$ cat src/rtl/add_mop_seq.sv
// Streaming multi-operand accumulator: carry-save accumulation of `lanes` operands per beat,
// single carry-propagate resolve per frame. Optional macro: ADD_MOP_SEQ_SIGNED_EN (sign-extend operands).
module add_mop_seq #(
    parameter int width    = 8,
    parameter int lanes    = 4,
    parameter int accWidth = 16,
    parameter int cntWidth = 8,
    parameter int speed    = 1
) (
    input  logic                      clk_i,
    input  logic                      rst_i,
    input  logic                      in_valid,
    output logic                      in_ready,
    input  logic [lanes*width-1:0]    in_data,
    input  logic                      in_last,
    output logic                      out_valid,
    input  logic                      out_ready,
    output logic [accWidth-1:0]       out_sum,
    output logic [cntWidth-1:0]       out_beats
);

    localparam int nops = lanes + 2;
    localparam int lg   = (accWidth > 1) ? $clog2(accWidth) : 1;

    typedef enum logic [1:0] {
        ACC     = 2'd0,
        RESOLVE = 2'd1,
        OUT     = 2'd2
    } state_t;

    // Number of vectors left after l levels of 3:2 reduction starting from n0 vectors.
    function automatic int lvl_cnt(input int n0, input int l);
        int n;
        n = n0;
        for (int i = 0; i < l; i++) begin
            n = 2 * (n / 3) + (n % 3);
        end
        return n;
    endfunction

    function automatic int tree_levels(input int n0);
        int n;
        int c;
        n = n0;
        c = 0;
        while (n > 2) begin
            n = 2 * (n / 3) + (n % 3);
            c = c + 1;
        end
        return c;
    endfunction

    localparam int nlev = tree_levels(nops);

    function automatic logic [accWidth-1:0] ext_op(input logic [width-1:0] op);
        logic [accWidth-1:0] r;
`ifdef ADD_MOP_SEQ_SIGNED_EN
        r = {accWidth{op[width-1]}};
`else
        r = {accWidth{1'b0}};
`endif
        r[width-1:0] = op;
        return r;
    endfunction

    function automatic logic [accWidth-1:0] csa_sum(input logic [accWidth-1:0] a,
                                                    input logic [accWidth-1:0] b,
                                                    input logic [accWidth-1:0] c);
        return a ^ b ^ c;
    endfunction

    // Carry weight moves up one place; the MSB carry falls off (mod 2^accWidth).
    function automatic logic [accWidth-1:0] csa_carry(input logic [accWidth-1:0] a,
                                                      input logic [accWidth-1:0] b,
                                                      input logic [accWidth-1:0] c);
        logic [accWidth-1:0] maj;
        maj = (a & b) | (a & c) | (b & c);
        return maj << 1;
    endfunction

    state_t                 state_r;
    state_t                 state_s;
    logic [accWidth-1:0]    sr_r;
    logic [accWidth-1:0]    cr_r;
    logic [cntWidth-1:0]    cnt_r;
    logic [accWidth-1:0]    ops_s [nops];
    logic [accWidth-1:0]    comp_sum_s;
    logic [accWidth-1:0]    comp_carry_s;
    logic [accWidth-1:0]    fa_s;
    logic                   accept_s;

    // Gather accumulator pair and extended lane operands for the compressor.
    always_comb begin
        ops_s[0] = sr_r;
        ops_s[1] = cr_r;
        for (int k = 0; k < lanes; k++) begin
            ops_s[k+2] = ext_op(in_data[k*width +: width]);
        end
    end

    generate
        if (speed == 0) begin : g_lin_comp
            logic [accWidth-1:0] t_s;

            // Linear chain of 3:2 stages folding one operand at a time into the pair.
            always_comb begin
                t_s          = {accWidth{1'b0}};
                comp_sum_s   = ops_s[0];
                comp_carry_s = ops_s[1];
                for (int k = 2; k < nops; k++) begin
                    t_s          = csa_sum(comp_sum_s, comp_carry_s, ops_s[k]);
                    comp_carry_s = csa_carry(comp_sum_s, comp_carry_s, ops_s[k]);
                    comp_sum_s   = t_s;
                end
            end
        end else begin : g_tree_comp
            logic [accWidth-1:0] tv_s [nops];
            logic [accWidth-1:0] nv_s [nops];
            int                  n_s;
            int                  ng_s;
            int                  b_s;
            int                  pi_s;
            logic                grp_s;
            logic                pass_s;

            // Wallace-style levels: groups of three become sum/carry, leftovers pass through.
            always_comb begin
                tv_s   = ops_s;
                nv_s   = ops_s;
                n_s    = nops;
                ng_s   = 0;
                b_s    = 0;
                pi_s   = 0;
                grp_s  = 1'b0;
                pass_s = 1'b0;
                for (int l = 0; l < nlev; l++) begin
                    n_s  = lvl_cnt(nops, l);
                    ng_s = n_s / 3;
                    for (int k = 0; k < nops; k++) begin
                        grp_s   = (k < 2 * ng_s);
                        pass_s  = !grp_s && (k < n_s - ng_s);
                        b_s     = grp_s ? 3 * (k / 2) : 0;
                        pi_s    = pass_s ? k + ng_s : 0;
                        nv_s[k] = grp_s ? (((k % 2) == 0) ? csa_sum(tv_s[b_s], tv_s[b_s+1], tv_s[b_s+2])
                                                          : csa_carry(tv_s[b_s], tv_s[b_s+1], tv_s[b_s+2]))
                                        : (pass_s ? tv_s[pi_s] : {accWidth{1'b0}});
                    end
                    tv_s = nv_s;
                end
                comp_sum_s   = tv_s[0];
                comp_carry_s = tv_s[1];
            end
        end
    endgenerate

    generate
        if (speed == 0) begin : g_ripple
            logic rc_s;

            // Ripple-carry resolve of the redundant pair.
            always_comb begin
                fa_s = {accWidth{1'b0}};
                rc_s = 1'b0;
                for (int i = 0; i < accWidth; i++) begin
                    fa_s[i] = sr_r[i] ^ cr_r[i] ^ rc_s;
                    rc_s    = (sr_r[i] & cr_r[i]) | (rc_s & (sr_r[i] ^ cr_r[i]));
                end
            end
        end else if (speed == 1) begin : g_brent_kung
            logic [accWidth-1:0] pg_s;
            logic [accWidth-1:0] pp_s;
            logic [accWidth-1:0] ng_s;
            logic [accWidth-1:0] np_s;
            logic                sel_s;
            int                  j_s;

            // Brent-Kung prefix: up-sweep on power-of-two spans, then down-sweep fills gaps.
            always_comb begin
                pg_s  = sr_r & cr_r;
                pp_s  = sr_r ^ cr_r;
                ng_s  = pg_s;
                np_s  = pp_s;
                sel_s = 1'b0;
                j_s   = 0;
                for (int l = 0; l < lg; l++) begin
                    for (int i = 0; i < accWidth; i++) begin
                        sel_s   = (((i + 1) % (1 << (l + 1))) == 0);
                        j_s     = sel_s ? i - (1 << l) : i;
                        ng_s[i] = pg_s[i] | (sel_s & pp_s[i] & pg_s[j_s]);
                        np_s[i] = pp_s[i] & (~sel_s | pp_s[j_s]);
                    end
                    pg_s = ng_s;
                    pp_s = np_s;
                end
                for (int l = lg - 2; l >= 0; l--) begin
                    for (int i = 0; i < accWidth; i++) begin
                        sel_s   = (((i + 1) % (1 << (l + 1))) == (1 << l)) && (i >= (1 << (l + 1)));
                        j_s     = sel_s ? i - (1 << l) : i;
                        ng_s[i] = pg_s[i] | (sel_s & pp_s[i] & pg_s[j_s]);
                        np_s[i] = pp_s[i] & (~sel_s | pp_s[j_s]);
                    end
                    pg_s = ng_s;
                    pp_s = np_s;
                end
                fa_s = (sr_r ^ cr_r) ^ (pg_s << 1);
            end
        end else begin : g_sklansky
            logic [accWidth-1:0] pg_s;
            logic [accWidth-1:0] pp_s;
            logic [accWidth-1:0] ng_s;
            logic [accWidth-1:0] np_s;
            logic                sel_s;
            int                  j_s;

            // Sklansky prefix: each level doubles span, nodes fetch from end of lower block.
            always_comb begin
                pg_s  = sr_r & cr_r;
                pp_s  = sr_r ^ cr_r;
                ng_s  = pg_s;
                np_s  = pp_s;
                sel_s = 1'b0;
                j_s   = 0;
                for (int l = 0; l < lg; l++) begin
                    for (int i = 0; i < accWidth; i++) begin
                        sel_s   = (((i >> l) & 1) == 1);
                        j_s     = sel_s ? ((i >> l) << l) - 1 : i;
                        ng_s[i] = pg_s[i] | (sel_s & pp_s[i] & pg_s[j_s]);
                        np_s[i] = pp_s[i] & (~sel_s | pp_s[j_s]);
                    end
                    pg_s = ng_s;
                    pp_s = np_s;
                end
                fa_s = (sr_r ^ cr_r) ^ (pg_s << 1);
            end
        end
    endgenerate

    assign accept_s = in_valid & in_ready;

    // State register.
    always_ff @(posedge clk_i or posedge rst_i) begin
        if (rst_i) begin
            state_r <= ACC;
        end else begin
            state_r <= state_s;
        end
    end

    // Next-state logic.
    always_comb begin
        state_s = state_r;
        case (state_r)
            ACC:     state_s = (accept_s && in_last) ? RESOLVE : ACC;
            RESOLVE: state_s = OUT;
            OUT:     state_s = out_ready ? ACC : OUT;
            default: state_s = ACC;
        endcase
    end

    // Handshake outputs decoded purely from the state register.
    always_comb begin
        in_ready  = 1'b0;
        out_valid = 1'b0;
        case (state_r)
            ACC:     in_ready  = 1'b1;
            RESOLVE: in_ready  = 1'b0;
            OUT:     out_valid = 1'b1;
            default: in_ready  = 1'b0;
        endcase
    end

    // Accumulator, beat counter and result registers.
    always_ff @(posedge clk_i or posedge rst_i) begin
        if (rst_i) begin
            sr_r      <= {accWidth{1'b0}};
            cr_r      <= {accWidth{1'b0}};
            cnt_r     <= {cntWidth{1'b0}};
            out_sum   <= {accWidth{1'b0}};
            out_beats <= {cntWidth{1'b0}};
        end else begin
            case (state_r)
                ACC: begin
                    if (accept_s) begin
                        sr_r  <= comp_sum_s;
                        cr_r  <= comp_carry_s;
                        cnt_r <= (cnt_r == {cntWidth{1'b1}}) ? cnt_r : cnt_r + cntWidth'(1);
                    end
                end
                RESOLVE: begin
                    out_sum   <= fa_s;
                    out_beats <= cnt_r;
                end
                OUT: begin
                    if (out_ready) begin
                        sr_r  <= {accWidth{1'b0}};
                        cr_r  <= {accWidth{1'b0}};
                        cnt_r <= {cntWidth{1'b0}};
                    end
                end
                default: begin
                    sr_r  <= {accWidth{1'b0}};
                    cr_r  <= {accWidth{1'b0}};
                    cnt_r <= {cntWidth{1'b0}};
                end
            endcase
        end
    end

endmodule

$ cat config.mk
export PLATFORM = sky130hd
export DESIGN_NAME = add_mop_seq
export DESIGN_NICKNAME = d
export VERILOG_FILES = /design/src/rtl/add_mop_seq.sv
export SDC_FILE = /design/constraint.sdc
export NUM_CORES = 1
export LEC_CHECK = 0
export ABC_AREA = 0
export CAP_MARGIN = 0
export CORE_AREA = 2 2 91 93
export CTS_BUF_LIST = sky130_fd_sc_hd__clkbuf_8
export DETAILED_ROUTE_END_ITERATION = 8
export DIE_AREA = 0 0 93 95
export PLACE_DENSITY = 0.76
export SLEW_MARGIN = 20
export SYNTH_ARGS = -nofsm -noshare
export SYNTH_HDL_FRONTEND = slang
export SYNTH_SLANG_ARGS = --single-unit
export TNS_END_PERCENT = 10
$ cat constraint.sdc
create_clock -name clk_i -period 5.46 [get_ports clk_i]
set_clock_uncertainty 0.15 [all_clocks]
set_input_delay 1.092 -clock clk_i [delete_from_list [all_inputs] [get_ports clk_i]]
set_output_delay 1.092 -clock clk_i [all_outputs]
set_load 0.01 [all_outputs]
==> results of run 1 <==
==> registers in the layout, indices dropped and copies added, names as in the netlist <==
signal and count:
out_sum 16, sr_r 16, cr_r 14, cnt_r 8, out_beats 8, state_r 2
==> worst max-delay path, stage by stage (launching register included) <==
cell                       delay [ps]
sky130_fd_sc_hd__dfrtp_1          430
sky130_fd_sc_hd__ha_1             240
sky130_fd_sc_hd__fa_1             430
sky130_fd_sc_hd__a211oi_1         250
sky130_fd_sc_hd__nor2_1           100
sky130_fd_sc_hd__o41ai_1          610
sky130_fd_sc_hd__o21ai_0          260
sky130_fd_sc_hd__fa_1             420
sky130_fd_sc_hd__xnor2_1          180
sky130_fd_sc_hd__o21ai_0          100
==> routing by layer <==
layer | wire, µm | vias to the layer above | GRT usage, %
met1 | 3250 | 1314 | 24.5
met5 | 0 | - | 0
met4 | 170 | 0 | 7.84
li1 | - | 1248 | -
met2 | 3460 | 65 | 31.5
met3 | 269 | 17 | 3.27
==> kinds of logic after synthesis <==
logic type,after synthesis
AO/OA/AOI/OAI,65
XOR/XNOR,11
adder cells (fa/ha/maj),68
buffers and inverters,63
flip-flops,64
multiplexers,17
AND/OR/NAND/NOR,48
==> power by group <==
part | internal [mW] | switching (mW) | total (mW)
clock network | 0.164 | 0.184 | 0.348
logic | 0.513 | 0.493 | 1.01
registers | 0.620 | 0.130 | 0.750
total | 1.30 | 0.806 | 2.10
==> cell usage after synthesis (2+ instances only) <==
cell	n	share of area, %
sky130_fd_sc_hd__nand3_1	3	0.38
sky130_fd_sc_hd__xor2_1	5	1.1
sky130_fd_sc_hd__buf_2	2	0.25
sky130_fd_sc_hd__fa_1	39	20
sky130_fd_sc_hd__nand4_1	2	0.32
sky130_fd_sc_hd__mux2_2	16	4.6
sky130_fd_sc_hd__a21o_1	2	0.38
sky130_fd_sc_hd__ha_1	29	9.2
sky130_fd_sc_hd__inv_1	53	5.1
sky130_fd_sc_hd__nor3b_1	2	0.38
sky130_fd_sc_hd__a31oi_1	2	0.32
sky130_fd_sc_hd__dfrtp_1	64	41
sky130_fd_sc_hd__nor3_1	2	0.25
sky130_fd_sc_hd__clkbuf_1	8	0.76
sky130_fd_sc_hd__a22o_1	22	4.9
sky130_fd_sc_hd__xnor2_1	6	1.3
sky130_fd_sc_hd__nand2b_1	3	0.48
sky130_fd_sc_hd__a21oi_1	7	0.89
sky130_fd_sc_hd__nor2_1	7	0.67
sky130_fd_sc_hd__o21ai_0	25	3.2
sky130_fd_sc_hd__nand2_1	26	2.5
sky130_fd_sc_hd__o21a_1	2	0.38
==> placed cells by master (no fill, tap or decap), drive strengths merged <==
| cell type | instances |
|---|---|
| nand2b | 3 |
| a221o | 1 |
| fa | 39 |
| inv | 53 |
| nand4 | 2 |
| ha | 29 |
| buf | 4 |
| a31oi | 2 |
| xor2 | 5 |
| clkinv | 6 |
| a211oi | 1 |
| a21oi | 7 |
| nand2 | 26 |
| nand3 | 3 |
| mux2 | 16 |
| clkinvlp | 1 |
| dfrtp | 64 |
| nor3b | 3 |
| o41ai | 1 |
| clkdlybuf4s50 | 62 |
| nor3 | 2 |
| nor2 | 8 |
| xnor2 | 6 |
| o21a | 2 |
| mux2i | 1 |
| a211o | 1 |
| o22ai | 1 |
| a22o | 22 |
| clkbuf | 9 |
| and2 | 1 |
| o21ai | 25 |
| a21o | 2 |
==> stage by stage <==
stage | std cells | setup slack, ps | util [%] | cell area, µm² | hold WS [ps]
5_1_grt | 513 | 1890 | 61.2 | 4850 | 363
6_report | 513 | 2140 | 61.2 | 4850 | 335
4_1_cts | 513 | 2140 | 61.2 | 4850 | 339
3_5_place_dp | 497 | 1850 | 59.0 | 4680 | 321
2_1_floorplan | 336 | 2370 | - | 3930 | 325
3_3_place_gp | 497 | 1880 | 59.0 | 4680 | 316
==> worst max path at each step <==
stage	to	depth (start not counted)	startpoint	slack, ps
2_1_floorplan	sr_r[3]	6	in_data[3]	2370
3_5_place_dp	sr_r[3]	7	in_data[3]	1850
4_1_cts	out_sum[13]	9	sr_r[2]	2140
6_report	out_sum[13]	9	sr_r[2]	2140
5_1_grt	out_sum[15]	9	sr_r[2]	1890
3_3_place_gp	sr_r[3]	7	in_data[3]	1880
==> final cells by class <==
class | instances | area, µm² | area share (%)
clock buffers | 9 | 124 | 2.55
clock inverters | 7 | 48.8 | 1.01
inverters | 53 | 199 | 4.10
multi-input cells | 209 | 2090 | 43.2
flip-flops and latches | 64 | 1600 | 33.0
well taps | 105 | 131 | 2.71
repair buffers | 66 | 651 | 13.4
==> impl_table.tex, run 1 <==
\begin{tabular}{lr}
\hline
Metric & Value \\
\hline
\multicolumn{2}{l}{\textbf{STA}} \\
Slew Viols, Final & 0 \\
Portion of the clock cycle consumed by the worst path in the final layout & 60.8\% \\
Fin. Hold Viols & 0 \\
Final count of negative-setup-slack endpoints & 0 \\
RSZ-0062 raised after global routing & no \\
Slew at the pin closest to its max-slew limit & approximately 790 ps \\
Upper clock frequency limit & 301 MHz \\
Tightest slew margin relative to the limit & around 48\% \\
Minimum clock period & 3320 ps \\
Final setup TNS & 0 ps \\
\multicolumn{2}{l}{\textbf{Place}} \\
Port-buffer cells & just over 60 \\
Weighted congestion at the end of routability-driven global placement & roughly 0.76 \\
Placed wire-length estimate & around 5400 µm \\
\multicolumn{2}{l}{\textbf{Synthesis}} \\
Mean Syn Cell Area & 11.7 µm² \\
Synthesized-area fraction occupied by xor and xnor cells & $\sim$2.4\% \\
EDFF count, synth & 0 \\
Main combinational cell family by area after synthesis & adder cells \\
Number of instances in the synthesized netlist & 336 \\
Number of distinct standard cells referenced by the synthesized netlist & 31 \\
Net Count, Synth & roughly 440 \\
Compound-gate portion of the synthesized area & 11.1\% \\
Post-synth design cell area & 3930 µm² \\
Post-synth ARST share & 100\% \\
Share of cell area taken by muxes after synthesis & 4.83\% \\
Yosys warns & 0 \\
Synthesis-stage register bit count & 64 \\
Commonest register cell after synthesis & sky130\_fd\_sc\_hd\_\_dfrtp\_1 \\
Synthesized-area fraction occupied by and/or/nand/nor cells & 5.76\% \\
Post-synthesis share of cell area spent on full adders, half adders and majority gates & 29.1\% \\
Register area share after synthesis & between 40 and 50\% \\
\multicolumn{2}{l}{\textbf{Setup path}} \\
Data required time at the worst endpoint & around 5500 ps \\
Worst flop-to-flop path startpoint & sr\_r[2] \\
Worst reg2reg path endpoint & out\_sum[13] \\
CP Capture Type & flop \\
Biggest fanout along the worst timing path & 3 \\
Critical path class & reg -> reg \\
WP data arrival & 3350 ps \\
Reg-to-reg setup timing slack & between 2000 and 2500 ps \\
CP Launch Type & flop \\
Number of cells on the worst reg-to-reg path & 9 \\
\multicolumn{2}{l}{\textbf{Job}} \\
Max-cap check violation count & 0 \\
\multicolumn{2}{l}{\textbf{Hold path}} \\
Worst Min Path Start & out\_sum[9] \\
Hold depth & 2 \\
Hold-critical path endpoint & out\_sum[9] \\
Hold/Removal Path Class & reg -> reg \\
\multicolumn{2}{l}{\textbf{Power and ir drop}} \\
Total power after layout & 2.10 mW \\
Power per standard cell area & 434 nW/µm² \\
Static power due to leakage & approximately 2.4 nW \\
Peak ir drop on the vdd network & about 0.23 mV \\
\multicolumn{2}{l}{\textbf{Routing}} \\
Number of vias in the routed layout & roughly 2.6k \\
Wire length after detailed routing & 7150 µm \\
Antenna viol nets, final & 0 \\
Drt first pass iters & 4 \\
Post-detailed-route via-to-cell ratio & between 5 and 6 \\
Average wire length per cell after detail routing & 13.9 µm \\
Initial detailed-routing violation count & 58 \\
DRC Markers & 0 \\
\multicolumn{2}{l}{\textbf{CTS}} \\
CTS tree & built \\
Clock latency on the worst-skew pair & $\sim$330 ps \\
Post-CTS setup-driven buffer insertion count & 0 \\
Num CTS Buffers & 9 \\
Clock tree buffer depth & 2 \\
PostCTS Resize Cnt & 0 \\
Clock-pin slew of the registers on the worst-case setup and hold paths & 70 ps \\
Sinks on Clock Net & 64 \\
Root Driver & sky130\_fd\_sc\_hd\_\_clkbuf\_8 \\
Post-cts hold buffer count & 0 \\
Max H-tree Level & 3 \\
\multicolumn{2}{l}{\textbf{Die}} \\
Die width & 93 µm \\
Initial Utilization & roughly half \\
Number of primary I/O pins & 63 \\
Floorplan Core Area & around 8000 µm² \\
Die Area & 8840 µm² \\
Cell row count & 33 \\
Die Height & 95 µm \\
\multicolumn{2}{l}{\textbf{GRT}} \\
Number of global-route vias before repair & 2819 \\
Gr usage total & approximately a fifth \\
Number of antenna violations at the first check in global routing & 0 \\
Global-route wire length before repair & 12900 µm \\
Grt total ovfl & 0 \\
Pin count of the biggest net entering global routing & 65 \\
\multicolumn{2}{l}{\textbf{Status}} \\
Outcome & complete, no violations \\
\multicolumn{2}{l}{\textbf{Final layout}} \\
Layout overhead on the synthesized area & 23.3\% \\
Fraction of layout cells with a size suffix above 1 & 9.56\% \\
Fill cell total of the finished layout & 653 \\
Number of nets in the finished design & 508 \\
Final antenna diode count & 0 \\
\hline
\end{tabular}
No activity file was read; power rests on OpenSTA's default activity.
==> inputs of run 2 (changes only) <==
- clock period: 5.46 -> 3.5 ns (I/O delays scaled with it)
==> impl_table.tex, run 2 (synthesized netlist as in run 1, its figures left out) <==
\begin{tabular}{lr}
\hline
Metric & Value \\
\hline
\multicolumn{2}{l}{\textbf{Die}} \\
Floorplan Core Area & 7930 µm² (unchanged) \\
Die Height & 95 µm (unchanged) \\
Cell row count & 33 (unchanged) \\
Number of primary I/O pins & 63 (unchanged) \\
Initial Utilization & 49.6\% (unchanged) \\
Die width & 93 µm (unchanged) \\
Die Area & 8840 µm² (unchanged) \\
\multicolumn{2}{l}{\textbf{Final layout}} \\
Post-layout instance area & 4930 µm² (+1.8\%) \\
Final antenna diode count & 0 (unchanged) \\
Most frequent standard cell in the layout excluding fill and tap cells & sky130\_fd\_sc\_hd\_\_dfrtp\_1 \\
Highest-count cells in the layout ignoring fill and taps & 64 x sky130\_fd\_sc\_hd\_\_dfrtp\_1, 62 x sky130\_fd\_sc\_hd\_\_clkdlybuf4s50\_1, 52 x sky130\_fd\_sc\_hd\_\_inv\_1 \\
Layout overhead on the synthesized area & 25.4\% \\
Fraction of layout cells with a size suffix above 1 & 10.0\% (+0.44 points) \\
Number of nets in the finished design & 510 (+0.39\%) \\
Registers with the most flip-flops & out\_sum (16), sr\_r (16), cr\_r (14) \\
\multicolumn{2}{l}{\textbf{Power and ir drop}} \\
Static power due to leakage & 2.42 nW (+1.7\%) \\
Share of total power consumed by net switching & 36.4\% (-1.9 points) \\
Sw power & 1.29 mW (+60\%) \\
Cell internal power dissipation & 2.25 mW (+74\%) \\
Proportion of power drawn by flip-flops and latches & 33.3\% (-2.4 points) \\
Power per standard cell area & 718 nW/µm² (+66\%) \\
Peak ir drop on the vdd network & 0.353 mV (+57\%) \\
Combinational share of power & 45.0\% (-2.8 points) \\
Portion of total power attributed to the clock network & 21.7\% (+5.2 points) \\
\multicolumn{2}{l}{\textbf{Place}} \\
Port-buffer cells & 62 (unchanged) \\
Weighted congestion at the end of routability-driven global placement & 0.811 (+6.8\%) \\
Placed instance area & 4690 µm² (+0.32\%) \\
Placed wire-length estimate & 5770 µm (+6.3\%) \\
\multicolumn{2}{l}{\textbf{Routing}} \\
Average wire length per cell after detail routing & 14.3 µm (+2.8\%) \\
Number of vias in the routed layout & 2632 (-0.45\%) \\
Initial detailed-routing violation count & 68 (+17\%) \\
Wire length after detailed routing & 7380 µm (+3.2\%) \\
Post-detailed-route via-to-cell ratio & 5.11 (-0.84\%) \\
Drt first pass iters & 4 (unchanged) \\
DRC Markers & 0 (unchanged) \\
Antenna viol nets, final & 0 (unchanged) \\
\multicolumn{2}{l}{\textbf{STA}} \\
Upper clock frequency limit & 330 MHz (+9.6\%) \\
Final count of negative-setup-slack endpoints & 0 (unchanged) \\
Minimum clock period & 3030 ps (-292 ps) \\
Tightest slew margin relative to the limit & 52.2\% (+4.6 points) \\
Portion of the clock cycle consumed by the worst path in the final layout & 86.6\% (+26 points) \\
Fin. Hold Viols & 0 (unchanged) \\
RSZ-0062 raised after global routing & no \\
Final setup TNS & 0 ps (unchanged) \\
Slew at the pin closest to its max-slew limit & 716 ps (-69.4 ps) \\
Slew Viols, Final & 0 (unchanged) \\
\multicolumn{2}{l}{\textbf{Setup path}} \\
Critical path class & reg -> reg \\
Biggest fanout along the worst timing path & 3 (unchanged) \\
Critical-path cell list & ha\_1 > fa\_1 > a211oi\_1 > nor2\_1 > o41ai\_1 > buf\_4 > o21ai\_0 > fa\_1 > mux2\_2 \\
Critical path's slowest cell & sky130\_fd\_sc\_hd\_\_fa\_1 \\
Data required time at the worst endpoint & 3570 ps (-1920 ps) \\
Count of cell instances traversed by the critical path & 9 (unchanged) \\
WP data arrival & 3100 ps (-250 ps) \\
CP Capture Type & flop \\
Crit-path max cell delay & 440 ps (-170 ps) \\
Library cell appearing most often on the critical path & sky130\_fd\_sc\_hd\_\_fa\_1 \\
Bufs and invs on worst path & 1 (+1) \\
Cell family contributing the most delay on the critical path & adder cells \\
CP Launch Type & flop \\
Number of cells on the worst reg-to-reg path & 9 (unchanged) \\
\multicolumn{2}{l}{\textbf{Job}} \\
Max-cap check violation count & 0 (unchanged) \\
\multicolumn{2}{l}{\textbf{Status}} \\
Outcome & complete, no violations \\
\multicolumn{2}{l}{\textbf{CTS}} \\
Post-CTS setup-driven buffer insertion count & 0 (unchanged) \\
CTS tree & built \\
Num CTS Buffers & 9 (unchanged) \\
Max H-tree Level & 3 (unchanged) \\
PostCTS Resize Cnt & 0 (unchanged) \\
Sinks on Clock Net & 64 (unchanged) \\
Post-cts hold buffer count & 0 (unchanged) \\
Root Driver & sky130\_fd\_sc\_hd\_\_clkbuf\_8 \\
Clock-pin slew of the registers on the worst-case setup and hold paths & 80 ps (about the same) \\
Clock latency on the worst-skew pair & 340 ps (about the same) \\
Clock tree buffer depth & 2 (unchanged) \\
\multicolumn{2}{l}{\textbf{GRT}} \\
Pin count of the biggest net entering global routing & 28 (-57\%) \\
Gr usage total & 19.2\% (+0.41 points) \\
Number of antenna violations at the first check in global routing & 0 (unchanged) \\
Global-route wire length before repair & 13100 µm (+1.5\%) \\
Number of global-route vias before repair & 2856 (+1.3\%) \\
Grt total ovfl & 0 (unchanged) \\
\multicolumn{2}{l}{\textbf{Hold path}} \\
Hold/Removal Path Class & reg -> reg \\
Hold depth & 2 (unchanged) \\
\hline
\end{tabular}
## run 2: final cells by class
class | instances | area, µm²
well taps | 105 | 131
clock buffers | 9 | 124
flip-flops and latches | 64 | 1600
clock inverters | 7 | 120
inverters | 53 | 199
multi-input cells | 209 | 2090
repair buffers | 68 | 666
fillers | 657 | 2990
## run 2: final timing paths
path,slack (ps),start,endpoint
setup / recovery,470,sr_r[2],out_sum[14]
hold / removal,330,out_sum[13],out_sum[13]
setup reg to reg,470,sr_r[2],out_sum[14]
hold reg to reg,330,out_sum[13],out_sum[13]
max in group asynchronous,1990,rst_i,out_beats[3]
min in group asynchronous,550,rst_i,cr_r[3]
## run 2: worst reg2reg max path, delay by kind of cell (launching register included)
kind	cells	cell delay [ps]
AND/OR/NAND/NOR	1	100
flip-flops	1	430
AO/OA/AOI/OAI	3	690
multiplexers	1	260
adder cells (fa/ha/maj)	3	1100
buffers and inverters	1	190
## run 2: power groups by stage
stage	clock network (mW)	logic (mW)	registers, mW
2_1_floorplan	0	1.04	1.17
3_3_place_gp	0	1.52	1.18
3_5_place_dp	0	1.62	1.19
4_1_cts	0.785	1.62	1.18
5_1_grt	0.824	1.84	1.21
6_report	0.769	1.59	1.18
## run 2: metal layers
| metal | GRT usage (%) | vias to the layer above | routed length [µm] |
|---|---|---|---|
| li1 | - | 1252 | - |
| met1 | 25.0 | 1311 | 3320 |
| met2 | 32.3 | 60 | 3720 |
| met3 | 4.47 | 9 | 268 |
| met4 | 6.00 | 0 | 72 |
| met5 | 0 | - | 0 |
## run 2: stage by stage
step | utilization, % | setup slack, ps | std cells | hold WS, ps | power, mW
floorplan | - | 637 | 336 | 325 | 2.21
CTS | 62.2 | 477 | 515 | 338 | 3.59
global route | 62.2 | 304 | 515 | 379 | 3.88
global placement | 59.2 | 315 | 499 | 317 | 2.69
finish | 62.2 | 471 | 515 | 332 | 3.54
detailed placement | 59.2 | 266 | 499 | 322 | 2.81
==> inputs of run 3 (changes only) <==
- CORE_AREA: 2 2 91 93 -> 2 2 87 89
- DIE_AREA: 0 0 93 95 -> 0 0 89 91
- PLACE_DENSITY: 0.76 -> 0.82
==> impl_table.tex, run 3 (synthesized netlist as in run 1, its figures left out) <==
\begin{tabular}{lr}
\hline
Metric & Value \\
\hline
\multicolumn{2}{l}{\textbf{Status}} \\
Outcome & complete, no violations \\
\multicolumn{2}{l}{\textbf{STA}} \\
Tightest slew margin relative to the limit & 60.3\% (+8.0 points) \\
Slew at the pin closest to its max-slew limit & 595 ps (-121 ps) \\
Worst slack on hold paths & 331 ps (-1.32 ps) \\
RSZ-0062 raised after global routing & no \\
Portion of the clock cycle consumed by the worst path in the final layout & 90.5\% (+3.9 points) \\
Final count of negative-setup-slack endpoints & 0 (unchanged) \\
Slew Viols, Final & 0 (unchanged) \\
Final setup TNS & 0 ps (unchanged) \\
Minimum clock period & 3170 ps (+137 ps) \\
Crit path setup slack, layout & 334 ps (-137 ps) \\
Fin. Hold Viols & 0 (unchanged) \\
Upper clock frequency limit & 316 MHz (-4.3\%) \\
\multicolumn{2}{l}{\textbf{Final layout}} \\
Most frequent standard cell in the layout excluding fill and tap cells & sky130\_fd\_sc\_hd\_\_dfrtp\_1 \\
Number of nets in the finished design & 510 (unchanged) \\
Final antenna diode count & 0 (unchanged) \\
Util after Layout & 68.3\% (+6.1 points) \\
Highest-count cells in the layout ignoring fill and taps & 64 x sky130\_fd\_sc\_hd\_\_dfrtp\_1, 62 x sky130\_fd\_sc\_hd\_\_clkdlybuf4s50\_1, 52 x sky130\_fd\_sc\_hd\_\_inv\_1 \\
Fraction of layout cells with a size suffix above 1 & 9.56\% (-0.44 points) \\
Registers with the most flip-flops & out\_sum (16), sr\_r (16), cr\_r (14) \\
Layout overhead on the synthesized area & 24.0\% \\
Post-layout instance area & 4880 µm² (-1.2\%) \\
Fin cells & 507 (-1.6\%) \\
\multicolumn{2}{l}{\textbf{Routing}} \\
Wire length after detailed routing & 7220 µm (-2.1\%) \\
Antenna viol nets, final & 0 (unchanged) \\
Number of vias in the routed layout & 2621 (-0.42\%) \\
Drt first pass iters & 4 (unchanged) \\
DRC Markers & 0 (unchanged) \\
Post-detailed-route via-to-cell ratio & 5.17 (+1.2\%) \\
Initial detailed-routing violation count & 89 (+31\%) \\
Average wire length per cell after detail routing & 14.2 µm (-0.60\%) \\
\multicolumn{2}{l}{\textbf{Hold path}} \\
Hold depth & 2 (unchanged) \\
Hold/Removal Path Class & reg -> reg \\
Worst Min Path Start & out\_sum[15] \\
Hold-critical path endpoint & out\_sum[15] \\
\multicolumn{2}{l}{\textbf{CTS}} \\
Max H-tree Level & 3 (unchanged) \\
Post-cts hold buffer count & 0 (unchanged) \\
Clock tree buffer depth & 2 (unchanged) \\
Num CTS Buffers & 9 (unchanged) \\
Sinks on Clock Net & 64 (unchanged) \\
PostCTS Resize Cnt & 0 (unchanged) \\
Clock latency on the worst-skew pair & 340 ps (about the same) \\
Post-CTS setup-driven buffer insertion count & 0 (unchanged) \\
CTS tree & built \\
Root Driver & sky130\_fd\_sc\_hd\_\_clkbuf\_8 \\
Clock-pin slew of the registers on the worst-case setup and hold paths & 70 ps (about the same) \\
\multicolumn{2}{l}{\textbf{Power and ir drop}} \\
Power per standard cell area & 700 nW/µm² (-2.5\%) \\
Total power after layout & 3.41 mW (-3.6\%) \\
Static power due to leakage & 2.39 nW (-0.92\%) \\
Peak ir drop on the vdd network & 0.377 mV (+6.9\%) \\
\multicolumn{2}{l}{\textbf{Place}} \\
Placed instance area & 4680 µm² (-0.16\%) \\
Total instance count after detailed placement & 493 (-1.2\%) \\
Port-buffer cells & 62 (unchanged) \\
Weighted congestion at the end of routability-driven global placement & 0.757 (-6.6\%) \\
Placed wire-length estimate & 5640 µm (-2.3\%) \\
Pre-CTS setup slack & 279 ps (+13.3 ps) \\
\multicolumn{2}{l}{\textbf{Die}} \\
Cell row count & 31 (-6.1\%) \\
Number of primary I/O pins & 63 (unchanged) \\
Initial Utilization & 55.1\% (+5.5 points) \\
Die Area & 8100 µm² (-8.3\%) \\
Die width & 89 µm (-4.3\%) \\
Die Height & 91 µm (-4.2\%) \\
Floorplan Core Area & 7140 µm² (-10\%) \\
\multicolumn{2}{l}{\textbf{Setup path}} \\
Worst reg2reg path endpoint & out\_sum[12] \\
Count of cell instances traversed by the critical path & 9 (unchanged) \\
Number of cells on the worst reg-to-reg path & 9 (unchanged) \\
Critical path class & reg -> reg \\
Reg-to-reg setup timing slack & 330 ps (-140 ps) \\
Crit-path max cell delay & 450 ps (about the same) \\
Data required time at the worst endpoint & 3570 ps (about the same) \\
Critical-path cell list & ha\_1 > fa\_1 > a211oi\_1 > nor2\_1 > o41ai\_1 > buf\_4 > o21ai\_0 > fa\_1 > mux2\_2 \\
Bufs and invs on worst path & 1 (unchanged) \\
CP Launch Type & flop \\
Worst flop-to-flop path startpoint & sr\_r[2] \\
Library cell appearing most often on the critical path & sky130\_fd\_sc\_hd\_\_fa\_1 \\
Critical path's slowest cell & sky130\_fd\_sc\_hd\_\_fa\_1 \\
CP Capture Type & flop \\
Biggest fanout along the worst timing path & 3 (unchanged) \\
WP data arrival & 3240 ps (+140 ps) \\
Cell family contributing the most delay on the critical path & adder cells \\
Crit path launch & sr\_r[2] \\
\multicolumn{2}{l}{\textbf{GRT}} \\
Pin count of the biggest net entering global routing & 31 (+11\%) \\
Gr usage total & 20.2\% (+0.98 points) \\
Global-route wire length before repair & 12700 µm (-3.4\%) \\
Number of antenna violations at the first check in global routing & 0 (unchanged) \\
Number of global-route vias before repair & 2824 (-1.1\%) \\
Grt total ovfl & 0 (unchanged) \\
\multicolumn{2}{l}{\textbf{Job}} \\
Max-cap check violation count & 0 (unchanged) \\
\hline
\end{tabular}
[run 3: area by class of cell]
type                    count  area, µm²
clock buffers              11        151
clock inverters             3       42.5
fillers                   565       2260
inverters                  53        199
multi-input cells         209       2090
flip-flops and latches     64       1600
well taps                  99        124
repair buffers             68        666
[run 3: power breakdown]
group / total [mW] / internal, mW / leakage (nW) / switching [mW]
logic: 1.62 / 0.823 / 1.46 / 0.798
registers: 1.16 / 0.967 / 0.840 / 0.196
clock network: 0.629 / 0.358 / 0.0973 / 0.271
[run 3: layer usage]
metal	track usage, %	up-vias	routed length (µm)	part of all wire [%]
met1	25.6	1313	3030	42
met4	6.09	0	134	1.9
met3	4.73	13	226	3.1
li1	-	1246	-	-
met2	34.2	49	3830	53
met5	0	-	0	0
[run 3: worst max-delay path by stage]
stage	to
detailed placement	sr_r[3]
CTS	out_sum[12]
global placement	sr_r[3]
finish	out_sum[12]
global route	out_sum[13]
floorplan	out_sum[12]
[run 3: worst register-to-register path, cell delays in order, from the launching register on]
cell and delay (ps):
sky130_fd_sc_hd__dfrtp_1 420, sky130_fd_sc_hd__ha_1 240, sky130_fd_sc_hd__fa_1 450, sky130_fd_sc_hd__a211oi_1 280, sky130_fd_sc_hd__nor2_1 100, sky130_fd_sc_hd__o41ai_1 370
sky130_fd_sc_hd__buf_4 210, sky130_fd_sc_hd__o21ai_0 140, sky130_fd_sc_hd__fa_1 440, sky130_fd_sc_hd__mux2_2 260
